`config.mk`:
```
export PLATFORM = sky130hd
export DESIGN_NAME = up_down_counter_param
export DESIGN_NICKNAME = d
export VERILOG_FILES = /design/src/rtl/up_down_counter_param.sv
export SDC_FILE = /design/constraint.sdc
export NUM_CORES = 1
export LEC_CHECK = 0
export CORE_AREA = 5 5 42 44
export DETAILED_ROUTE_END_ITERATION = 16
export DIE_AREA = 0 0 47 49
export PLACE_DENSITY_LB_ADDON = 0.1
export SLEW_MARGIN = 10
export SYNTH_ARGS = -nofsm -noshare
export SYNTH_HDL_FRONTEND = slang
export SYNTH_SLANG_ARGS = --single-unit
export TNS_END_PERCENT = 1
```
`constraint.sdc`:
```
create_clock -name clk -period 1.4 [get_ports clk]
set_input_delay 0.35 -clock clk [delete_from_list [all_inputs] [get_ports clk]]
set_output_delay 0.35 -clock clk [all_outputs]
set_load 0.02 [all_outputs]
```
`src/rtl/up_down_counter_param.sv`:
```
// Parametrised modulo-(MAX_VAL+1) up/down counter with enable, parallel load and registered terminal count.
// Define UDC_SATURATE_EN to clamp at 0/MAX_VAL instead of wrapping.
module up_down_counter_param #(
    parameter int WIDTH   = 4,
    parameter int MAX_VAL = (1 << WIDTH) - 1
) (
    input  logic             clk,
    input  logic             rst,
    input  logic             en,
    input  logic             mode,
    input  logic             load,
    input  logic [WIDTH-1:0] d_in,
    output logic [WIDTH-1:0] d_out,
    output logic             tc
);

    localparam logic [WIDTH-1:0] MAX_CNT = WIDTH'(MAX_VAL);
    localparam logic [WIDTH-1:0] ONE     = WIDTH'(1);

    // Elaboration stops on a modulus the register cannot represent.
    generate
        if (MAX_VAL < 1 || longint'(MAX_VAL) > ((longint'(1) << WIDTH) - 1)) begin : g_bad_param
            $fatal(1, "ERROR: up_down_counter_param illegal MAX_VAL for WIDTH");
        end
    endgenerate

    logic at_top;
    logic at_bottom;

    assign at_top    = (d_out == MAX_CNT);
    assign at_bottom = (d_out == '0);

    always_ff @(posedge clk or negedge rst) begin
        if (!rst) begin
            d_out <= '0;
            tc    <= 1'b0;
        end else if (load) begin
            d_out <= (d_in > MAX_CNT) ? MAX_CNT : d_in;
            tc    <= 1'b0;
        end else if (en) begin
            if (mode) begin
                if (at_top) begin
`ifdef UDC_SATURATE_EN
                    d_out <= MAX_CNT;
`else
                    d_out <= '0;
`endif
                    tc    <= 1'b1;
                end else begin
                    d_out <= d_out + ONE;
                    tc    <= 1'b0;
                end
            end else begin
                if (at_bottom) begin
`ifdef UDC_SATURATE_EN
                    d_out <= '0;
`else
                    d_out <= MAX_CNT;
`endif
                    tc    <= 1'b1;
                end else begin
                    d_out <= d_out - ONE;
                    tc    <= 1'b0;
                end
            end
        end else begin
            tc <= 1'b0;
        end
    end

endmodule
```
# == Yosys cells after proc, flatten, opt, wreduce, memory -nomap -nowiden ==
# Cells that the tools add are included.
# totals
ff_bits,5
latchBits,0
ramBits,0
romBits,0
input_bits,9
word_cells,19
mem_count,0
# op_classes
n_addsub,2
n_mul,0
n_div,0
magnitude_cmp,1
eq_ne,1
n_shift,0
n_mux,11
bitwise_logic,0
n_reduce_logical,2
# op_table
operator,n
$mux 4,6
$mux 1,5
$add 4x1->4 const B,1
$eq 4x4->1 const B,1
$gt 4x4->1 const B,1
$logic_not 4->1,1
$sub 4x1->4 const B,1
$reduce_bool 2->1,1

# == Longest topological paths before layout ==
# logic_depth
word_depth,5
depth_mapped,6

# == Least setup slack after synthesis ==
# OpenSTA, ideal clock, no wires.
# synth_timing
path_type,flip-flop to flip-flop
start,register d_out[0]
end,register d_out[2]
setup_time_ns,0.134
t_arrival_ns,1.340
slack_ns,-0.074
stages_incl_launch_ff,7
period_less_slack_ns,1.474
cell_sequence,dfrtp_1 inv_1 ha_1 mux2_2 nand2_1 xor2_1 o21ai_0
# synth_between
elab_chain_len,5
elab_cells_between_ends,9
cone_classes,add/sub (2); eq/ne (1); mux (5); reduce/logical (1)
# synth_rtl
element,line_no,rtl
"start, declared",13,"output logic [WIDTH-1:0] d_out,"
"start signal, assigned",38,d_out <= (d_in > MAX_CNT) ? MAX_CNT : d_in;
"start signal, assigned",50,d_out <= d_out + ONE;
"start signal, assigned",62,d_out <= d_out - ONE;
"$sub 4x1->4, or another cell as far along",62,
"$mux 4, on equally long branches","54, 42",
$mux 4 *,41,if (mode) begin
$mux 4 *,40,end else if (en) begin
$mux 4 *,37,end else if (load) begin
# Mark *: on every way between the ends. The rest lies on a longest branch, timed or not. The select of a mux whose other input is x is not followed.
# A chain may end at the register's enable or synchronous reset.

# == Final worst setup path ==
# layout_timing
start,register d_out[1]
end,register d_out[3]
# Same word-level chain as after synthesis.

==> impl_results.md <==
- I/O Pins: 14
- Fillers: 161
- Total CTS buffers: 3
- Congestion Overflow GR: 0
- Avg Inst Size Synth: 9.022 um2
- Crit path max-delay cell type: dfrtp_2
- DR pass1 iterations: 3
- Synth-to-layout area growth: 75.91%
- Antenna cells: 0
- Initial antenna violation count: 0
- WS Path Type: flop to flop
- PD cells: 992.9 nW/um2
- Die H: 49 um
- Hold Path Class: input pin to async pin
- Peak VDD IR: 343.9 uV
- Synth Instances: 38
- Worst Path Buf+Inv: 0
- Vias in the first global route: 401
- Slew Viols, Final: 0
- Total GRT Usage: 0.1032
- Cell area after synthesis: 342.8 um2
- Worst skew pair latency: 0.25 ns
- Final HPWL DP: 787.7 um
- RSZ-0062 raised after global routing: true
- First-pass GRT wire length: 1635 um
- Die width: 47 um
- Dpl cell area: 559.3 um2
- Fin cells: 79
- Clock Skew: 0.006969 ns
- Synthesis Warnings: 0
- P_leak: 0.0002652 uW
- Period utilization: 0.9641
- H-tree depth: 1
- Port buffer count: 13
- Clk slew on worst S/H paths: 0.05 ns
- Crit path time final: 1.350 ns
- Hold_ws: 0.3218 ns
- Remaining routing DRC violations: 0
- FMAX: 0.7408 GHz
- Crit path DAT: 1.48 ns
- Core Rows: 14
- Cells along the critical path: or3_1, a221oi_2, o31ai_1
- CTS tree: yes
- Inst Count DP: 75
- R2R setup slack: 0.05 ns
- CP max stage delay: 0.44 ns
- Number of library cell types mapped by synthesis: 22
- Layout Nets: 75
- Routed WL: 978 um
- Routed via count: 368
- Routed WL per cell: 12.38 um
- Die ar.: 2303 um2
- Core area: 1401 um2
- Final setup fails: 0
- Worst EP required: 1.53 ns
- Area taken by multi-input logic gates: 227.7 um2
- Antenna-violating nets left: 0
- Peak fanout along the critical path: 6
- # hold bufs at CTS: 0
- CP endpoint kind: flop
- Root buf cell: clkbuf_4
- DR iter-0 viols: 4
- Initial Util: 0.2446
- Startpoint Class: flop
- Vias/cell: 4.658
- Tightest Pin Transition: 0.2269 ns
- Largest net degree at the start of global routing: 7
- Final instance area: 603.1 um2
- Status: completed
- Max-slew headroom: 0.8483
- Routability cong.: 0.7073
- Clk buf depth: 2
- CP delay by family, top: flip-flops
- Max-cap violations: 0
- Mapped Nets: 49
- FF+latch count, synth: 5
- Clk sinks: 5
- FF/Latch Area: 127.6 um2
- Share of cells above drive strength 1: 0.3333
- Post-synthesis sequential area ratio: 0.3650
- Fin. Hold Viols: 0
-- worst register-to-register path, cell delays in order (launching register included) --
cell and delay (ns):
dfrtp_2 0.44, or3_1 0.40, a221oi_2 0.29, o31ai_1 0.10
-- final cells by class --
cell class	instances	share of cell area
Multi-Input combinational cell	30	0.3776
Timing Repair Buffer	22	0.3216
Sequential cell	5	0.2116
Clock buffer	4	0.04357
Tap cell	16	0.03320
Inverter	2	0.01245
-- registers in the layout, summed over array words and instances (netlist names) --
name / count
d_out: 4
tc: 1
-- cells in the mapped netlist --
master    instances  share of area
inv_1             2          0.022
a21oi_1           3          0.044
a221oi_2          1          0.044
nand2_1           5          0.055
o31ai_1           1          0.022
nand3_1           1          0.015
or3_1             1          0.018
mux2_2            1          0.033
nand3b_1          1          0.022
dfrtp_1           5           0.36
ha_1              2          0.073
o21ai_0           4          0.058
mux2i_1           1          0.029
xor2_1            1          0.026
nand2b_1          1          0.018
xnor2_1           2          0.051
nor2_1            1          0.011
nand4_1           1          0.018
clkbuf_1          1          0.011
o21bai_1          1          0.022
nor3b_1           1          0.022
a21o_1            1          0.022
-- cell usage in the layout (no fill, tap or decap) --
cell type,instances
nand3b_1,1
clkbuf_4,3
inv_2,2
clkdlybuf4s15_1,2
nand4_1,1
nand2b_1,1
mux2i_1,1
o31ai_1,1
a21oi_1,3
nand3_1,1
mux2_4,1
a21o_1,1
nor2_1,1
ha_4,1
clkbuf_1,1
a221oi_2,1
xnor2_1,2
clkdlybuf4s50_1,8
nor3b_1,1
dfrtp_2,2
o21ai_1,1
or3_1,1
xor2_1,1
dfrtp_1,3
dlygate4sd2_1,3
o21ai_0,3
nand2_2,1
o21bai_1,1
nand2_1,4
ha_2,1
buf_4,9
-- path summary, 6_finish.rpt --
check / start / endpoint / cells after the start
max in group asynchronous: rst / d_out[0] / 1
hold / removal: rst / d_out[3] / 1
setup reg to reg: d_out[1] / d_out[3] / 3
hold reg to reg: d_out[3] / tc / 3
setup / recovery: d_out[1] / d_out[3] / 3
min in group clk: d_in[2] / d_out[2] / 3
-- cells by family after synthesis --
| kind of cell | count (synthesis) | share of synthesized area |
|---|---|---|
| AND/OR/NAND/NOR | 12 | 0.1789 |
| AO/OA/AOI/OAI | 11 | 0.2117 |
| flip-flops | 5 | 0.3650 |
| XOR/XNOR | 3 | 0.07666 |
| buffers and inverters | 3 | 0.03284 |
| multiplexers | 2 | 0.06204 |
| adder cells (fa/ha/maj) | 2 | 0.07298 |
-- report_power, final --
group	switching, uW	leakage (uW)	internal [uW]	total [uW]
Sequential	21.3	0.0000600	163	185
Clock	60.6	0.0000150	108	168
Combinational	114	0.000190	132	246
Total	196	0.000265	403	599
-- metal layers --
layer,global-route usage,up-vias,share of wire
met5,0,-,0
met2,0.1471,13,0.51
met4,0.1244,0,0.038
li1,-,183,-
met3,0.01107,4,0.061
met1,0.1133,168,0.39
-- what timing repair did --
action / CTS / global route
gates resized for setup: 6 / 9
pin swaps: 0 / 3
setup buffers: 0 / 0
setup endpoints to repair: 6 / 3
-- per-stage QoR --
| step | setup WS [ns] | total power (uW) | util | setup TNS, ns |
|---|---|---|---|---|
| floorplan | 0.02109 | 296.8 | - | 0 |
| global placement | -0.2032 | 415.7 | 0.3991 | -0.2515 |
| detailed placement | -0.2194 | 424.7 | 0.3991 | -0.2941 |
| CTS | 0.0003507 | 591.4 | 0.4152 | 0 |
| global route | -0.02161 | 645.2 | 0.4304 | -0.02621 |
| finish | 0.05019 | 598.8 | 0.4304 | 0 |
No activity file was read; power rests on OpenSTA's default activity.
